--- config.mk ---
export PLATFORM = sky130hd
export DESIGN_NAME = sat_counter
export DESIGN_NICKNAME = d
export VERILOG_FILES = /design/src/rtl/sat_counter.sv
export SDC_FILE = /design/constraint.sdc
export NUM_CORES = 1
export LEC_CHECK = 0
export CELL_PAD_IN_SITES_DETAIL_PLACEMENT = 1
export CELL_PAD_IN_SITES_GLOBAL_PLACEMENT = 1
export CORE_AREA = 2 2 39 41
export DETAILED_ROUTE_END_ITERATION = 10
export DIE_AREA = 0 0 41 43
export DONT_BUFFER_PORTS = 1
export PLACE_DENSITY = 0.67
export SYNTH_ARGS = -nofsm -noshare
export SYNTH_HDL_FRONTEND = slang
export SYNTH_SLANG_ARGS = --single-unit
--- constraint.sdc ---
create_clock -name i_clk -period 1.72 [get_ports i_clk]
set_input_delay 0.258 -clock i_clk [delete_from_list [all_inputs] [get_ports i_clk]]
set_output_delay 0.258 -clock i_clk [all_outputs]
set_load 0.02 [all_outputs]
--- src/rtl/sat_counter.sv ---
// Saturating up-counter with synchronous clear; clear has priority over increment.
module sat_counter #(
  parameter int W = 8
) (
  input  logic         i_clk,
  input  logic         i_rst_n,
  input  logic         i_clr,
  input  logic         i_inc,
  output logic [W-1:0] o_count
);

  logic [W-1:0] r_count;

  // Count state: holds at all-ones instead of wrapping.
  always_ff @(posedge i_clk or negedge i_rst_n) begin
    if (!i_rst_n) begin
      r_count <= '0;
    end else if (i_clr) begin
      r_count <= '0;
    end else if (i_inc && (r_count != {W{1'b1}})) begin
      r_count <= r_count + W'(1);
    end else begin
      r_count <= r_count;
    end
  end

  assign o_count = r_count;

endmodule

# After elaboration in Yosys (flattened, before gate mapping)
# Cells that the tools add are included.
# word_totals
register_bits	8
word_cells	7
output_inout_bits	8
# op_classes
mux	2
n_addsub	1
n_eq_ne	1
n_reduce_logical	2
# ops
op	n
2-to-1 mux 8 bit	2
adder 8 x 1 -> 8 bit, second input constant	1
!= test 8 bit, second input constant	1
nonzero test 2 bit	1
logical AND 1 bit	1

# Depth between registers and ports, before layout
# Gate-level depths: netlist of the first run.
# logic_depth
ltp_word	4
depth_mapped	4
ltp_nobuf	4

# Least setup slack after synthesis of the first run
# Ideal clock, no wire load.
# synth_timing
kind	reg2reg
from	reg r_count[0] (netlist: o_count[0])
to	reg r_count[0] (netlist: o_count[0])
setup_ns	0.125
n_path_buf	0
synth_period_minus_slack_ns	1.691
slack_ns	0.029
arrival_time_ns	1.567
path_stages_with_launch	5
cell_sequence	dfrtp_1 > ha_1 > and4_2 > a21boi_1 > mux2_2
# synth_via
elab_chain_len	3
elab_cells_between_ends	6
# synth_lines
element	line_no	text
start, declared	12	logic [W-1:0] r_count;
start signal, assigned	21	r_count <= r_count + W'(1);
start signal, assigned	23	r_count <= r_count;
adder 8 x 1 -> 8 bit / != test 8 bit (equally long branches)	21, 20	
2-to-1 mux 8 bit / logical AND 1 bit (equally long branches)	20	end else if (i_inc && (r_count != {W{1'b1}})) begin
2-to-1 mux 8 bit / nonzero test 2 bit (equally long branches)	--	
# Several ways; a longest one is shown, not always the timed one. The select of a mux whose other input is x is not followed.
# A chain may end at the register's enable or synchronous reset.

# Worst setup path in the final report of the first run
# Same ends and word-level chain as after synthesis.

==> qor.csv, run 1 <==
metric;value;unit
drc_errors;0;
syn_nets;54;
fin_setup_tns;0;ns
peakVddDrop;0.346;mV
grt_pass1_wl;1890;um
cts.htree.levels;1;
drive_above_1_share;25.4;%
ys_warn_count;0;
rrSetupSlack;0.19;ns
antenna_found_initial;0;
dr.pass1.iters;4;
ys_seq_area_share;43.1;%
synth_edf_count;0;
dp_hpwl;825;um
p_leak;0.247;nW
vias_per_cell;5.55;
placed_cells;71;
startpoint_type;flip-flop;
grt_pass1_vias;437;
ys.flop_type;dfrtp_1;
fp.dieW;41;um
worstMarginPinSlew;0.401;ns
numClockSinks;8;
status;completed;
cts_tree;built;
yosys-top-cells-count;dfrtp_1 (8), nor3_1 (4), a21oi_1 (3), nand2b_1 (3), nor2b_1 (3);
reg2reg_depth;4;
largest_reg_flops;8;
grtUsageMet2;23.1;%
max_stage_delay;0.38;ns
yosysMostFrequentCell;dfrtp_1;
finalClockSkew;0.00482;ns
finalCritPeriodShare;88.8;%
setup.worst_path.end;o_count[0];
fmax;655;MHz
area_growth;22.4;%
rows;14;
ios;12;
drt_iter0_markers;4;
required;1.86;ns
finalPower;0.384;mW
syn-cell-area;464;um^2
busiest_layer;met2;
wl_per_cell;15.0;um
via_count;416;
start_util;33.5;%
p_per_area;677;nW/um^2
worst_ep_arrival_time;1.66;ns
wl;1130;um
min_period;1.53;ns
clockBufferDepth;2;
synth.distinct_cells;28;
grt-ovfl-total;0;
reg2reg_to;o_count[0];
numCtsBuffers;3;
die_area;1760;um^2
drtAntennaViolNets;0;
rsz0062_at_grt;false;
ys_ff_latch;8;
clk_pin_slew;0.06;ns
drv_cap;0;
antennaDiodeCount;0;
relSlewSlack;73.2;%
yosys-top-cells-area;dfrtp_1 (43%), mux2_2 (4.9%), nor3_1 (4.3%);
setup_viol;0;
place.gp.congestion;0.742;
gr-usage-all-layers;16.5;%
die_h;43;um
hold_viol_final;0;
insertion_delay;0.25;ns
grt_use_met3;6.81;%
nets;66;
synth_top_area_share;43.1;%
path_cells;ha_1 > and4_2 > a21boi_1 > mux2_2;
worst_path_max_delay_cell;dfrtp_1;
critical_path_class;reg2reg;
grt_max_degree;12;
final_cells;75;
hp-class;in2reg;
root_buffer;clkbuf_4;
core-area;1380;um^2
crit_start;o_count[0];
r2r-start;o_count[0];
gr-usage-met1;20.0;%
end_kind;flip-flop;
cp_max_fo;5;
async_flop_share;100;%
synthCells;49;
avgSynthCellArea;9.47;um^2
yosys.area.top_type;dfrtp_1;
place.port_buffers;0;
drv_slew;0;
## cell usage in the layout, fill, tap and decap left out, types with 2 or more instances in the layout
cell	count
clkbuf_4	3
mux2_2	2
dfrtp_1	8
inv_1	2
buf_4	8
nand2_1	2
a21oi_1	3
nand3_1	2
nor2b_1	3
nor3_1	4
nor2_1	2
nand2b_1	3
## area by class of cell
cell class	count	area, um^2
Fill cell	166	816
Multi-Input combinational cell	37	248
Sequential cell	8	200
Timing Repair Buffer	9	70.1
Clock buffer	3	22.5
Tap cell	16	20.0
Inverter	2	7.51
## logic make-up (layout without fill, tap and decap cells)
family                     count (synthesis)  after routing  synth area share [%]
adders and majority gates                  1              1                  2.69
buffers and inverters                      4             14                  3.50
AOI/OAI and AO/OA                          9              9                  12.7
and+or+nand+nor                           24             24                  31.0
DFF                                        8              8                  43.1
muxes                                      3              3                  7.01
## stage by stage
| step | setup WS, ns | utilization (%) | hold WS [ns] | instance area (um^2) |
|---|---|---|---|---|
| after floorplan | 0.0286 | - | -0.0376 | 464 |
| after global placement | 0.223 | 38.7 | -0.0374 | 536 |
| after detailed placement | 0.199 | 38.7 | -0.0374 | 536 |
| after CTS | 0.188 | 41.0 | 0.0550 | 568 |
| after global routing | 0.112 | 41.0 | 0.0487 | 568 |
| final | 0.193 | 41.0 | 0.0612 | 568 |
## timing repair
item / CTS / global route
buffers inserted: 0 / 0
hold buffers: 1 / 0
endpoints found under the setup margin: 0 / 0
hold endpoints to repair: 8 / 0
gates resized for setup: 0 / 0
## worst max-delay path: cells and delay by family (launching register included)
family	cells	cell delay [ns]
AOI/OAI and AO/OA	1	0.21
and+or+nand+nor	1	0.26
muxes	1	0.36
adders and majority gates	1	0.20
DFF	1	0.38
## report_power, final
group          switching [mW]  internal (mW)  total [mW]
clock                  0.0688         0.0802       0.149
combinational          0.0223         0.0174      0.0397
sequential            0.00302          0.193       0.196
total                  0.0941          0.290       0.384
## layer usage
layer,up-vias,wire length [um]
li1,201,-
met1,201,535
met2,10,522
met3,4,49
met4,0,20
met5,-,0
## how the worst min path moves through the flow
| stage | from | to | slack [ns] | cells past startpoint |
|---|---|---|---|---|
| 2_1_floorplan | i_rst_n | o_count[0] | -0.04 | 0 |
| 3_3_place_gp | i_rst_n | o_count[4] | -0.04 | 0 |
| 3_5_place_dp | i_rst_n | o_count[4] | -0.04 | 0 |
| 4_1_cts | i_clr | o_count[7] | 0.05 | 1 |
| 5_1_grt | i_clr | o_count[7] | 0.05 | 1 |
| 6_report | i_clr | o_count[7] | 0.06 | 1 |
Power figures use the tool's default switching activity.
==> run 2, diff against run 1 <==
ABC_AREA = 1   (was unset)
PLACE_DENSITY = 0.76   (was 0.67)
==> run 2 against run 1 <==
Effect of this change: critical path depth increased by 3; register-to-register slack improved by 0.15 ns; core utilization increased by 1.4 points; non-clock buffer count decreased by 5; first-iteration DRC count increased to 2.8 times the previous value; wire length increased by 19%; critical path type unchanged.
==> qor.csv, run 2 <==
metric;value;unit;change
core-area;1380;um^2;unchanged
rsz0062_at_grt;false;;
wl;1340;um;+19%
final_common_cell;nand2_1;;
antenna_found_initial;0;;unchanged
insertion_delay;0.25;ns;about the same
stdcell_area;587;um^2;+3.3%
required;1.86;ns;about the same
worstMarginPinSlew;0.381;ns;-0.0198 ns
syn_nets;79;;+46%
ys.flop_type;dfrtp_1;;
ios;12;;unchanged
route.met3.wl;87;um;+78%
antennaDiodeCount;0;;unchanged
synthCells;74;;+51%
area_growth;14.7;%;
synth.distinct_cells;15;;-46%
vias_per_cell;5.01;;-9.7%
relSlewSlack;74.5;%;+1.3 points
fin_ws;0.345;ns;+0.153 ns
startpoint_type;flip-flop;;
fillCellCount;188;;+13%
mostFrequentLayoutCells;nand2_1 (25), inv_1 (10), nand3_1 (9), dfrtp_1 (8), nor2_1 (5);;
min_period;1.37;ns;-0.153 ns
synth_edf_count;0;;unchanged
hold_slack;0.148;ns;+0.0872 ns
wl_per_cell;13.8;um;-8.1%
place_area;554;um^2;+3.5%
fmax;727;MHz;+11%
place.port_buffers;0;;unchanged
worst_ep_arrival_time;1.52;ns;-0.14 ns
via_count;486;;+17%
yosys.area.top_type;dfrtp_1;;
rows;14;;unchanged
largest_reg_flops;8;;unchanged
drv_slew;0;;unchanged
dp_hpwl;1100;um;+34%
yosys-top-cells-count;nand2_1 (25), inv_1 (10), nand3_1 (9);;
drtAntennaViolNets;0;;unchanged
dr.pass1.iters;3;;-1
grt-ovfl-total;0;;unchanged
clockBufferDepth;2;;unchanged
nets;88;;+33%
cp_max_fo;4;;-1
critical_path_class;reg2reg;;
hold_viol_final;0;;unchanged
cts.htree.levels;1;;unchanged
die_h;43;um;unchanged
finalPower;0.411;mW;+7.0%
peakVddDrop;0.318;mV;-8.1%
numClockSinks;8;;unchanged
synth_top_area_share;39.1;%;-4.0 points
status;completed;;
die_area;1760;um^2;unchanged
drive_above_1_share;16.0;%;-9.4 points
start_util;37.0;%;+3.4 points
yosys-top-cells-area;dfrtp_1 (39%), nand2_1 (18%), nand3_1 (8.8%);;
p_per_area;701;nW/um^2;+3.6%
whs_path_depth;3;;+2
clk_pin_slew;0.06;ns;about the same
fp.dieW;41;um;unchanged
fin_setup_tns;0;ns;unchanged
rrSetupSlack;0.35;ns;+0.15 ns
grt_pass1_wl;2340;um;+24%
worstHoldStart;i_clr;;
reg2reg_to;o_count[7];;
gr-usage-all-layers;19.3;%;+2.8 points
syn-cell-area;512;um^2;+10%
ys_warn_count;0;;unchanged
reg2reg_depth;7;;+3
drc_errors;0;;unchanged
hp-class;in2reg;;
p_leak;0.294;nW;+19%
drv_cap;0;;unchanged
place.gp.congestion;0.786;;+6.0%
dr_wl_met2;671;um;+29%
postCtsSetupRepairBufs;0;;unchanged
ys_seq_area_share;39.1;%;-4.0 points
async_flop_share;100;%;unchanged
dp_slack;0.322;ns;+0.123 ns
grt_max_degree;9;;-3
met1_length;572;um;+6.9%
whs_endpoint;o_count[7];;
ys_ff_latch;8;;unchanged
cts_tree;built;;
yosysMostFrequentCell;nand2_1;;
grt_pass1_vias;543;;+24%
dr.max_layer_used;met4;;
finalClockSkew;0.00134;ns;-0.00349 ns
setup_viol;0;;unchanged
avgSynthCellArea;6.92;um^2;-27%
root_buffer;clkbuf_4;;
numCtsBuffers;3;;unchanged
r2r-start;o_count[0];;
finalCritPeriodShare;79.9;%;-8.9 points
drt_iter0_markers;11;;+7
end_kind;flip-flop;;
-- run 2: changes by cell type in the layout (fill, tap and decap cells not counted), moves of 3 or more --
cell      previous run  this run
buf_4                8         3
inv_1                2        10
nand2_1              2        25
nand2b_1             3         0
nand3_1              2         9
nor2_1               2         5
nor2b_1              3         0
-- run 2: kinds of logic after synthesis --
logic type               after synthesis  share of synthesized area [%]
buffers and inverters                 11                           9.05
AND/OR/NAND/NOR                       46                           39.9
AO/OA/AOI/OAI                          8                           9.53
adder cells (fa/ha/maj)                1                           2.44
flip-flops                             8                           39.1
-- run 2: per-layer routing --
metal	global-route usage, %	vias to the layer above
li1	-	248
met4	6.00	0
met1	24.7	225
met2	28.4	11
met3	8.38	2
met5	0	-
-- run 2: final cells by class --
type                       count  area [um^2]  share of cell area [%]
clock buffer                   3         22.5                    3.84
inverter                      11         46.3                    7.89
multi-input combinational     55          265                    45.2
sequential                     8          200                    34.1
tap                           16         20.0                    3.41
timing repair buffer           4         32.5                    5.54
-- run 2: report_power, final --
group / internal [mW] / switching [mW] / total (mW)
combinational: 0.0222 / 0.0392 / 0.0614
sequential: 0.196 / 0.0112 / 0.208
clock: 0.0798 / 0.0625 / 0.142
total: 0.298 / 0.113 / 0.411
-- run 2: critical path, cell delays in order, from the launching register on --
cell	delay, ns
dfrtp_1	0.38
ha_1	0.22
nand2_2	0.11
nor2_2	0.05
a21oi_1	0.29
nand3_1	0.12
nand2_1	0.07
inv_1	0.03
-- run 2: what timing repair did --
item / 4_1_cts / 5_1_grt
hold endpoints to repair: 8 / 0
gates resized for setup: 0 / 0
hold buffers: 1 / 0
-- run 2: worst max path at each step --
| stage | from | to | slack [ns] | cells past startpoint |
|---|---|---|---|---|
| floorplan | o_count[0] | o_count[7] | 0.36 | 7 |
| global placement | o_count[2] | o_count[7] | 0.38 | 7 |
| detailed placement | o_count[0] | o_count[7] | 0.32 | 7 |
| CTS | o_count[1] | o_count[7] | 0.31 | 7 |
| global route | o_count[1] | o_count[7] | 0.16 | 7 |
| finish | o_count[0] | o_count[7] | 0.35 | 7 |
-- run 2: metrics by stage --
step	cells	util [%]
after floorplan	74	-
after detailed placement	93	40.1
after global routing	97	42.4
final	97	42.4
after global placement	93	40.1
after CTS	97	42.4
==> run 3, diff against run 2 <==
clock period = 1.4 ns   (was 1.72 ns; I/O delays follow)
==> run 3 against run 2 <==
Effect of this change: critical path depth up 2; wire length up 15%; highest routed layer unchanged; die area unchanged; flip-flop and latch count unchanged; setup slack worse by 0.26 ns; combinational power up 48%.
==> qor.csv, run 3 (synthesis gave the netlist of run 2 again) <==
metric;value;unit;change
gr-usage-all-layers;20.9;%;+1.6 points
status;completed;;
place.port_buffers;0;;unchanged
die_h;43;um;unchanged
intPower;0.372;mW;+25%
clockBufferDepth;2;;unchanged
rows;14;;unchanged
dp_slack;0.0283;ns;-0.293 ns
place.gp.congestion;0.803;;+2.1%
setup_viol;0;;unchanged
largest_reg_flops;8;;unchanged
finalClockSkew;0.00192;ns;+0.000587 ns
antenna_found_initial;0;;unchanged
fp.dieW;41;um;unchanged
fmax;760;MHz;+4.5%
relSlewSlack;74.8;%;+0.26 points
die_area;1760;um^2;unchanged
min_period;1.32;ns;-0.0588 ns
clkPwrFrac;34.9;%;+0.3 points
fin_setup_tns;0;ns;unchanged
drt_iter0_markers;17;;+6
dp_hpwl;1210;um;+9.9%
grt-ovfl-total;0;;unchanged
wl;1550;um;+15%
core-area;1380;um^2;unchanged
p_per_area;817;nW/um^2;+17%
startpoint_type;flip-flop;;
end_kind;flip-flop;;
mostFrequentLayoutCells;nand2_1 (25), inv_1 (10), nand3_1 (9), buf_4 (9), dfrtp_1 (8);;
place_area;592;um^2;+6.8%
hold_slack;0.101;ns;-0.0474 ns
drv_slew;0;;unchanged
grt_max_degree;9;;unchanged
finalPower;0.523;mW;+27%
fin_ws;0.0842;ns;-0.261 ns
cp_max_fo;6;;+2
via_count;528;;+8.6%
drtAntennaViolNets;0;;unchanged
root_buffer;clkbuf_4;;
wl_per_cell;15.0;um;+8.7%
power.switching;0.151;mW;+34%
final_cells;103;;+6.2%
insertion_delay;0.26;ns;about the same
finalCritPeriodShare;94.0;%;+14 points
dr.pass1.iters;4;;+1
vias_per_cell;5.13;;+2.3%
drc_errors;0;;unchanged
hp-class;in2reg;;
switching_share;28.9;%;+1.5 points
drive_above_1_share;25.3;%;+9.2 points
peakVddDrop;0.387;mV;+22%
final_common_cell;nand2_1;;
critical_path_class;reg2reg;;
antennaDiodeCount;0;;unchanged
fillCellCount;191;;+1.6%
grt_pass1_wl;2390;um;+2.4%
nets;94;;+6.8%
stdcell_area;641;um^2;+9.2%
required;1.55;ns;-0.31 ns
cts_tree;built;;
grt_pass1_vias;537;;-1.1%
worst_ep_arrival_time;1.47;ns;-0.05 ns
ios;12;;unchanged
seqPwrFrac;47.7;%;-2.8 points
p_leak;0.322;nW;+9.7%
rsz0062_at_grt;false;;
hold_viol_final;0;;unchanged
numClockSinks;8;;unchanged
worstMarginPinSlew;0.377;ns;-0.00384 ns
finalCoreUtilization;46.3;%;+3.9 points
cts.htree.levels;1;;unchanged
area_growth;25.2;%;
clk_pin_slew;0.05;ns;about the same
numCtsBuffers;3;;unchanged
pwr-share-comb;17.4;%;+2.5 points
drv_cap;0;;unchanged
start_util;37.0;%;unchanged
placed_cells;98;;+5.4%
-- run 3: cell count changes in the layout (fill, tap and decap cells not counted) --
cell	before	now
buf_4	3	9
a21oi_1	4	3
a21oi_2	1	2
ha_1	1	0
ha_2	0	1
nor2_1	5	4
nor2_2	2	3
-- run 3: power by group through the flow --
stage / sequential [mW] / clock, mW / combinational [mW]
after floorplan: 0.270 / 0 / 0.0346
after global placement: 0.252 / 0 / 0.0794
after detailed placement: 0.253 / 0 / 0.0824
after CTS: 0.249 / 0.190 / 0.0894
after global routing: 0.250 / 0.193 / 0.0990
final: 0.249 / 0.183 / 0.0911
-- run 3: metal layers --
| metal | global-route usage [%] | share of wire (%) |
|---|---|---|
| met1 | 27.1 | 45 |
| met2 | 31.6 | 49 |
| met3 | 4.71 | 3.8 |
| met4 | 10.0 | 1.9 |
| met5 | 0 | 0 |
-- run 3: repair_timing --
item / CTS / global route
hold buffers: 1 / 0
hold endpoints to repair: 8 / 0
gates resized for setup: 0 / 3
endpoints found under the setup margin: 0 / 8
buffers inserted: 0 / 1
-- run 3: path summary, 6_finish.rpt --
kind | start | to | slack, ns | cells past startpoint
max | o_count[0] | o_count[1] | 0.08 | 9
min reg2reg | o_count[3] | o_count[3] | 0.66 | 3
max reg2reg | o_count[0] | o_count[1] | 0.08 | 9
max in group asynchronous | i_rst_n | o_count[5] | 0.83 | 1
min in group asynchronous | i_rst_n | o_count[2] | 0.30 | 1
min | i_clr | o_count[7] | 0.10 | 3
-- run 3: critical path: stages (launching register included) --
cell and delay (ns):
dfrtp_1 0.38, ha_2 0.20, nand2_2 0.11, nor2_2 0.05, nand2_1 0.08, nand2_2 0.07
nand2_4 0.11, clkinv_4 0.08, nand2_1 0.08, nand2_1 0.05
-- run 3: cell type report --
cell class                      instances  area (um^2)  share of cell area (%)
Multi-Input combinational cell         55          274                    42.8
Sequential cell                         8          200                    31.3
Timing Repair Buffer                   10         77.6                    12.1
Inverter                               11         46.3                    7.23
Clock buffer                            3         22.5                    3.52
Tap cell                               16         20.0                    3.13
